**src/rtl/base_arfilter_mc_pkg.sv**
```systemverilog
// Shared types for the multi-channel valid/ready filter.
package base_arfilter_pkg;

    localparam int MODE_W = 2;

    // Per-channel operating mode.
    typedef enum logic [MODE_W-1:0] {
        PASS  = 2'd0,
        HOLD  = 2'd1,
        DROP  = 2'd2,
        METER = 2'd3
    } mode_t;

endpackage

```
**src/rtl/base_arfilter_mc_if.sv**
```systemverilog
// Per-channel valid/ready handshake bundle. The master side is the
// producer/consumer pair around the filter; the slave side is the filter.
interface base_arfilter_mc_if #(
    parameter int n = 4
) ();
    logic [n-1:0] i_v;
    logic [n-1:0] i_r;
    logic [n-1:0] o_v;
    logic [n-1:0] o_r;

    modport master (output i_v, output o_r, input i_r, input o_v);
    modport slave  (input i_v, input o_r, output i_r, output o_v);
endinterface

```
**src/rtl/base_arfilter_mc_ch.sv**
```systemverilog
// One filter channel: applied mode, pending mode, credit meter and
// saturating drop counter. Handshake path is purely combinational.
module base_arfilter_ch
    import base_arfilter_pkg::*;
#(
    parameter int cw = 8,
    parameter int dw = 16
) (
    input  logic          clk,
    input  logic          reset_n,
    input  logic          mode_ld,
    input  mode_t         mode_d,
    input  logic          cred_ld,
    input  logic [cw-1:0] cred_d,
    input  logic          cnt_clr,
    input  logic          i_v,
    output logic          i_r,
    output logic          o_v,
    input  logic          o_r,
    output mode_t         mode_q,
    output logic [cw-1:0] cred_q,
    output logic [dw-1:0] drop_q
);

    mode_t         mode_r, mode_nx;
    mode_t         pend_m, pend_m_nx;
    logic          pend_v, pend_v_nx;
    mode_t         eff;
    logic [cw-1:0] cred_r;
    logic [dw-1:0] drop_r;
    logic          stall, fire;

    // METER folds into PASS or HOLD depending on remaining credit; then the
    // effective mode decides the handshake.
    always_comb begin
        eff = mode_r;
        if (mode_r == METER) eff = (cred_r != '0) ? PASS : HOLD;
        o_v = i_v;
        i_r = o_r;
        case (eff)
            HOLD:    i_r = 1'b0;
            DROP:    begin o_v = 1'b0; i_r = 1'b1; end
            default: ;
        endcase
    end

    assign stall = o_v & ~o_r;
    assign fire  = o_v & o_r;

    // Next mode: a strobe always lands in the pending slot (last wins), and
    // the pending value is only committed on an edge with no stalled beat.
    always_comb begin
        mode_nx   = mode_r;
        pend_m_nx = pend_m;
        pend_v_nx = pend_v;
        if (mode_ld) begin
            pend_m_nx = mode_d;
            pend_v_nx = 1'b1;
        end
        if (pend_v_nx && !stall) begin
            mode_nx   = pend_m_nx;
            pend_v_nx = 1'b0;
        end
    end

    // Mode and pending registers.
    always_ff @(posedge clk or negedge reset_n) begin
        if (!reset_n) begin
            mode_r <= PASS;
            pend_m <= PASS;
            pend_v <= 1'b0;
        end else begin
            mode_r <= mode_nx;
            pend_m <= pend_m_nx;
            pend_v <= pend_v_nx;
        end
    end

    // Credit: load beats decrement; only METER consumes, never below zero.
    always_ff @(posedge clk or negedge reset_n) begin
        if (!reset_n)
            cred_r <= '0;
        else if (cred_ld)
            cred_r <= cred_d;
        else if (mode_r == METER && fire && cred_r != '0)
            cred_r <= cred_r - 1'b1;
    end

    // Drop counter: counts discarded beats, saturates, clear has priority.
    always_ff @(posedge clk or negedge reset_n) begin
        if (!reset_n)
            drop_r <= '0;
        else if (cnt_clr)
            drop_r <= '0;
        else if (eff == DROP && i_v && i_r && drop_r != '1)
            drop_r <= drop_r + 1'b1;
    end

    assign mode_q = mode_r;
    assign cred_q = cred_r;
    assign drop_q = drop_r;

endmodule

```
**src/rtl/base_arfilter_mc.sv**
```systemverilog
// Multi-channel valid/ready filter top: n independent channels, status
// buses packed with channel c occupying the c-th field from bit 0 upward.
module base_arfilter_mc
    import base_arfilter_pkg::*;
#(
    parameter int n  = 4,
    parameter int cw = 8,
    parameter int dw = 16
) (
    input  logic              clk,
    input  logic              reset_n,
    input  logic [n-1:0]      mode_ld,
    input  logic [1:0]        mode_d,
    input  logic [n-1:0]      cred_ld,
    input  logic [cw-1:0]     cred_d,
    input  logic [n-1:0]      cnt_clr,
    base_arfilter_mc_if.slave bus,
    output logic [2*n-1:0]    mode_q,
    output logic [n*cw-1:0]   cred_q,
    output logic [n*dw-1:0]   drop_q
);

    logic [n-1:0] ir_w;
    logic [n-1:0] ov_w;

    for (genvar c = 0; c < n; c++) begin : g_ch
        mode_t         m;
        logic [cw-1:0] cq;
        logic [dw-1:0] dq;

        base_arfilter_ch #(.cw(cw), .dw(dw)) u_ch (
            .clk     (clk),
            .reset_n (reset_n),
            .mode_ld (mode_ld[c]),
            .mode_d  (mode_t'(mode_d)),
            .cred_ld (cred_ld[c]),
            .cred_d  (cred_d),
            .cnt_clr (cnt_clr[c]),
            .i_v     (bus.i_v[c]),
            .i_r     (ir_w[c]),
            .o_v     (ov_w[c]),
            .o_r     (bus.o_r[c]),
            .mode_q  (m),
            .cred_q  (cq),
            .drop_q  (dq)
        );

        assign mode_q[2*c +: 2]   = m;
        assign cred_q[c*cw +: cw] = cq;
        assign drop_q[c*dw +: dw] = dq;
    end

    assign bus.i_r = ir_w;
    assign bus.o_v = ov_w;

endmodule

```
**src/flat_wrapper.sv**
```systemverilog
// flat-port wrapper written by rule: the top's interface ports become plain ports
module base_arfilter_mc_flat import base_arfilter_pkg::*;
#(
    parameter int n  = 4,
    parameter int cw = 8,
    parameter int dw = 16
)
  (clk, reset_n, mode_ld, mode_d, cred_ld, cred_d, cnt_clr, mode_q, cred_q, drop_q, bus_i_v, bus_o_r, bus_i_r, bus_o_v);
  base_arfilter_mc_if #(.n(n)) bus_i ();
  input  logic clk;
  input  logic reset_n;
  input  logic [n-1:0] mode_ld;
  input  logic [1:0] mode_d;
  input  logic [n-1:0] cred_ld;
  input  logic [cw-1:0] cred_d;
  input  logic [n-1:0] cnt_clr;
  output logic [2*n-1:0] mode_q;
  output logic [n*cw-1:0] cred_q;
  output logic [n*dw-1:0] drop_q;
  input wire logic [$bits(bus_i.i_v)-1:0] bus_i_v;
  input wire logic [$bits(bus_i.o_r)-1:0] bus_o_r;
  output wire logic [$bits(bus_i.i_r)-1:0] bus_i_r;
  output wire logic [$bits(bus_i.o_v)-1:0] bus_o_v;
  assign bus_i.i_v = bus_i_v;
  assign bus_i.o_r = bus_o_r;
  assign bus_i_r = bus_i.i_r;
  assign bus_o_v = bus_i.o_v;
  base_arfilter_mc #(.n(n), .cw(cw), .dw(dw)) u_core (.clk(clk), .reset_n(reset_n), .mode_ld(mode_ld), .mode_d(mode_d), .cred_ld(cred_ld), .cred_d(cred_d), .cnt_clr(cnt_clr), .bus(bus_i), .mode_q(mode_q), .cred_q(cred_q), .drop_q(drop_q));
endmodule
```
**config.mk**
```make
export PLATFORM = sky130hd
export DESIGN_NAME = base_arfilter_mc_flat
export DESIGN_NICKNAME = d
export VERILOG_FILES = /design/src/rtl/base_arfilter_mc_pkg.sv /design/src/rtl/base_arfilter_mc_if.sv /design/src/rtl/base_arfilter_mc_ch.sv /design/src/rtl/base_arfilter_mc.sv /design/src/flat_wrapper.sv
export SDC_FILE = /design/constraint.sdc
export NUM_CORES = 1
export LEC_CHECK = 0
export CORE_ASPECT_RATIO = 0.8
export CORE_MARGIN = 2
export CORE_UTILIZATION = 25
export CTS_BUF_LIST = sky130_fd_sc_hd__clkbuf_8 sky130_fd_sc_hd__clkbuf_16
export CTS_CLUSTER_SIZE = 10
export DETAILED_ROUTE_END_ITERATION = 10
export PLACE_DENSITY = 0.49
export SLEW_MARGIN = 20
export SYNTH_ARGS = -nofsm -noshare
export SYNTH_HDL_FRONTEND = slang
export SYNTH_SLANG_ARGS = --single-unit
```
**constraint.sdc**
```tcl
create_clock -name clk -period 6.3 [get_ports clk]
set_input_delay 1.26 -clock clk [delete_from_list [all_inputs] [get_ports clk]]
set_output_delay 1.26 -clock clk [all_outputs]
set_load 0.1 [all_outputs]
```
# [Word-level counts from Yosys, hierarchy flattened]
# Index checks and enable logic that the tools add are counted.
[totals] word_cells=140 reg_bits=116 out_inout_bits=112
[op_classes] n_eq_ne=16 n_mux=44 reduce_logical=40 add_sub_neg=8 n_bitwise=12
[ops] op="16-bit two-way mux" n=8
[ops] op="16-bit by 1-bit adder with 16-bit output (second input constant)" n=4
[ops] op="8-bit two-way mux" n=8
[ops] op="16-bit inequality test (second input constant)" n=4
[ops] op="8-bit nonzero test" n=4
[ops] op="8-bit by 1-bit subtractor with 8-bit output (second input constant)" n=4
[ops] op="1-bit logical AND" n=24
[ops] op="2-bit == test (second input constant)" n=8
[ops] op="1-bit two-way mux" n=16
[ops] op="2-bit two-way mux" n=8
[ops] op="2-bit nonzero test" n=8
[ops] op="1-bit bitwise AND" n=8
[ops] op="2-bit by 1-bit == test with 1-bit output (second input constant)" n=4
[ops] op="1-bit case mux with 2 select lines" n=4
[ops] op="1-bit logical NOT" n=4
[ops] op="1-bit inverter" n=4

# [Longest topological paths before layout]
[logic_depth] depth_word=10 depth_mapped=8 depth_no_buf=6

# [Modules after synthesis]
# A second synthesis with hierarchy kept.
[unflattened] cells_unflattened=676 hier_area_um2=6546.3
[modules_own_cells] mod="base_arfilter_ch" cells_each=169 instances=4 area_each_um2=1636.6

# [Worst setup path before layout]
# Ideal clock, no wire load.
[synth_timing] kind="register to output" from="register u_core.g_ch[2].u_ch.cred_r[0]" to="output port bus_i_r[2]" setup_slack_ps=2683 arrival_time_ps=2357 n_path_buf=2 path_stages_with_launch=9 cell_sequence="dfrtp_1 inv_1 ha_1 nand2b_1 clkbuf_1 o31ai_1 a21oi_1 a21o_1 buf_4"
[synth_between] elab_chain_cells=5
[synth_rtl] element="start, declared" line="base_arfilter_mc_ch.sv:29" rtl="logic [cw-1:0] cred_r;"
[synth_rtl] element="start signal, assigned" line="base_arfilter_mc_ch.sv:84" rtl="cred_r <= cred_d;"
[synth_rtl] element="start signal, assigned" line="base_arfilter_mc_ch.sv:86" rtl="cred_r <= cred_r - 1'b1;"
[synth_rtl] element="8-bit nonzero test *" line="base_arfilter_mc_ch.sv:37" rtl="if (mode_r == METER) eff = (cred_r != '0) ? PASS : HOLD;"
[synth_rtl] element="1-bit two-way mux *" line="base_arfilter_mc_ch.sv:37"
[synth_rtl] element="2-bit two-way mux *" line="base_arfilter_mc_ch.sv:37"
[synth_rtl] element="2-bit == test or 2-bit by 1-bit == test with 1-bit output (tied branches)" line="base_arfilter_mc_ch.sv:40" rtl="case (eff)"
[synth_rtl] element="1-bit case mux with 2 select lines *" line="base_arfilter_mc_ch.sv:40"
[synth_rtl] element="end, declared" line="flat_wrapper.sv:22" rtl="output wire logic [$bits(bus_i.i_r)-1:0] bus_i_r;"
# Every way passes the cells marked *; elsewhere a longest branch is shown, timed or not.

# [Worst setup path in the final report]
[layout_timing] from="input port bus_o_r[0]" to="output port bus_i_r[0]"
[layout_between] elab_chain_cells=1
[layout_rtl] element="start, declared" line="flat_wrapper.sv:21" rtl="input wire logic [$bits(bus_i.o_r)-1:0] bus_o_r;"
[layout_rtl] element="1-bit case mux with 2 select lines" line="base_arfilter_mc_ch.sv:40"
# Every way passes these cells.

==> out/qor.csv <==
metric,value,unit
Power Density,279.6,nW/um2
Arrival @ worst endpoint,3.38,ns
Mapped Area,6690,um2
"EDFF count, synth",0,
# H-tree levels,4,
post-route worst setup slack,1.656,ns
remaining antenna violation count,0,
placed cell area,8426,um2
clk_skew,0.008291,ns
final WL,19840,um
Total GRT Usage,0.1445,
max cap viols,0,
Worst path max stage delay,1.12,ns
Tcrit/Tclk final,0.7371,
first-pass GRT wire length,32080,um
Gate power share,0.271,
post-detail-place hpwl,14140,um
drt wl/cell,16.45,um
antenna diode count,0,
IO Pins,144,
Leakage Power,3.441,nW
area grow syn2layout,34.82,%
"Reg clk slew, reported paths",0.06,ns
worst skew pair latency,0.41,ns
fillers,2698,
"Hold-fix buffers, CTS",0,
Syn Inst Count,704,
die area,28090,um2
Syn Nets,748,
switch share,0.3661,
"Cell Chain, Critical Path","clkdlybuf4s50_1, o21ai_0, a21oi_1, a21o_1, clkdlybuf4s50_1",
DRC,0,
synth warn,0,
postcts setup bufs,0,
vias per inst,4.925,
post-CTS sizing,0,
gr ovfl total,0,
actual slew at the worst max-slew pin,1.046,ns
ratio of cells with drive above 1 in the final layout,0.1013,
Critical Path Source Type,input port,
Num CTS Buffers,17,
P_int,1.598,mW
final instance area,9020,um2
Cell variety after synth,62,
Hold WC Path Type,reg2reg,
chip width,186.9,um
critical path class,in2out,
sequential share of the synthesized area,0.4339,
CTS sink cnt,116,
sequential share of power,0.336,
Worst Path Required,5.04,ns
root buffer cell,clkbuf_16,
PortBufs,143,
row count,53,
crit path max fanout,6,
cell mode on critical path,clkdlybuf4s50_1,
# setup viols final,0,
mean post-synth cell area,9.503,um2
slowest cell on the critical path,clkdlybuf4s50_1,
DRT Pass-1 Iters,6,
max_slew headroom,0.2966,
NetSw,923.1,uW
crit end category,primary output,
Bufs on Longest Clock Path,2,
initial core utilization,0.2548,
status,finished clean,
largest net degree at the start of global routing,57,
final hold vios,0,
Post-synth ARST share,1.000,
initial antenna violation count,0,
Seq cells post-synth,116,
post-layout min period,4.644,ns
setup TNS,0,ns
CTS tree,done,
fin. max-slew vios,0,
Max IR drop VDD,0.0001778,V
maximum clock frequency,0.2153,GHz
Clock Power Share,0.393,
gpl congestion,0.7734,
drt first-iter violations,312,
final net count,880,
"Core Util, Final",0.3435,
vias in the first global route,5705,
DP Worst Slack,1.669,ns
RSZ-0062 raised after global routing,false,
via count,5939,
height of the chip,150.3,um
dominant register cell in the synthesized netlist,dfrtp_1,
total core area,26260,um2
Hold Slack,0.4939,ns
## layout make-up
type                       count  area (um2)  area share
inverter                      34       127.6     0.01415
clock buffer                  19       452.9     0.05021
sequential                   116        2903      0.3218
clock inverter                13       141.4     0.01567
multi-input combinational    522        3505      0.3885
tap                          357       446.7     0.04952
timing repair buffer         145        1444      0.1601
## synthesized netlist by cell type, drive strengths merged, types with 16 or more instances
library cell | number | area share
or4 | 26 | 0.029
mux2 | 40 | 0.067
o21ai | 41 | 0.031
nand2 | 46 | 0.026
o31ai | 22 | 0.027
inv | 33 | 0.019
nand3 | 20 | 0.015
nand4 | 30 | 0.029
dfrtp | 116 | 0.43
nor2b | 19 | 0.018
clkbuf | 18 | 0.010
nor3 | 16 | 0.012
nor2 | 44 | 0.025
a21oi | 44 | 0.033
## per-layer routing
metal	part of all wire	track usage	vias up
met5	0	0	-
met2	0.42	0.2037	141
met1	0.52	0.2125	2871
met3	0.054	0.04592	9
met4	0.0066	0.03294	0
li1	-	-	2918
## logic make-up after synthesis
family                   synth area share
AO/OA/AOI/OAI                      0.1648
XOR/XNOR                          0.02880
flip-flops                         0.4339
AND/OR/NAND/NOR                    0.2345
adder cells (fa/ha/maj)           0.02244
multiplexers                      0.07331
buffers and inverters             0.04227
## cell usage in the layout (no fill, tap or decap), types with 4 or more instances in the layout
master,instances
nor3_1,16
a2111oi_0,4
a31oi_1,9
and4_1,13
xor2_1,9
or3_1,12
or2_2,4
o31ai_1,21
nor3b_1,5
inv_1,36
clkdlybuf4s50_1,142
o21ai_0,39
clkbuf_16,17
nand2_1,46
or4_1,26
a21oi_1,44
nand4_1,29
xnor2_1,13
mux2_2,40
nand2b_1,11
o22ai_1,5
nor4_1,7
clkinv_2,5
a211oi_1,14
mux2i_1,4
nor2_1,44
o41ai_1,4
ha_1,12
nor2b_1,19
and3_1,6
dfrtp_1,116
nand3_1,20
o2111ai_1,4
## sequential cells by signal, summed over array words and instances (netlist names)
signal,cells
u_core.g_ch.u_ch.mode_q,8
u_core.g_ch.u_ch.pend_m,8
u_core.g_ch.u_ch.cred_q,32
u_core.g_ch.u_ch.pend_v,4
u_core.g_ch.u_ch.drop_q,64
## critical path: cells and delay by family
kind | cells | cell delay [ns]
AO/OA/AOI/OAI | 3 | 0.41
buffers and inverters | 2 | 1.72
## worst paths after layout
path | to | slack [ns] | cells past startpoint | from
max | bus_i_r[0] | 1.66 | 5 | bus_o_r[0]
min | u_core.g_ch[3].u_ch.pend_m[0] | 0.49 | 1 | u_core.g_ch[3].u_ch.pend_m[0]
max reg2reg | u_core.g_ch[2].u_ch.drop_q[6] | 4.03 | 5 | u_core.g_ch[2].u_ch.drop_q[0]
min reg2reg | u_core.g_ch[3].u_ch.pend_m[0] | 0.49 | 1 | u_core.g_ch[3].u_ch.pend_m[0]
max in group asynchronous | u_core.g_ch[2].u_ch.pend_v | 4.57 | 2 | reset_n
min in group asynchronous | u_core.g_ch[3].u_ch.drop_q[8] | 0.70 | 1 | reset_n
## through the flow
| step | total power [mW] | std cells |
|---|---|---|
| after floorplan | 1.364 | 704 |
| after global placement | 1.547 | 1174 |
| after detailed placement | 1.547 | 1174 |
| after CTS | 2.564 | 1206 |
| after global routing | 2.636 | 1206 |
| final | 2.522 | 1206 |
## power groups by stage
stage	logic (mW)	registers, mW	clock network, mW
floorplan	0.247	1.12	0
global route	0.723	0.857	1.06
global placement	0.689	0.858	0
finish	0.683	0.846	0.992
CTS	0.691	0.846	1.03
detailed placement	0.689	0.858	0
Power figures use the tool's default switching activity.
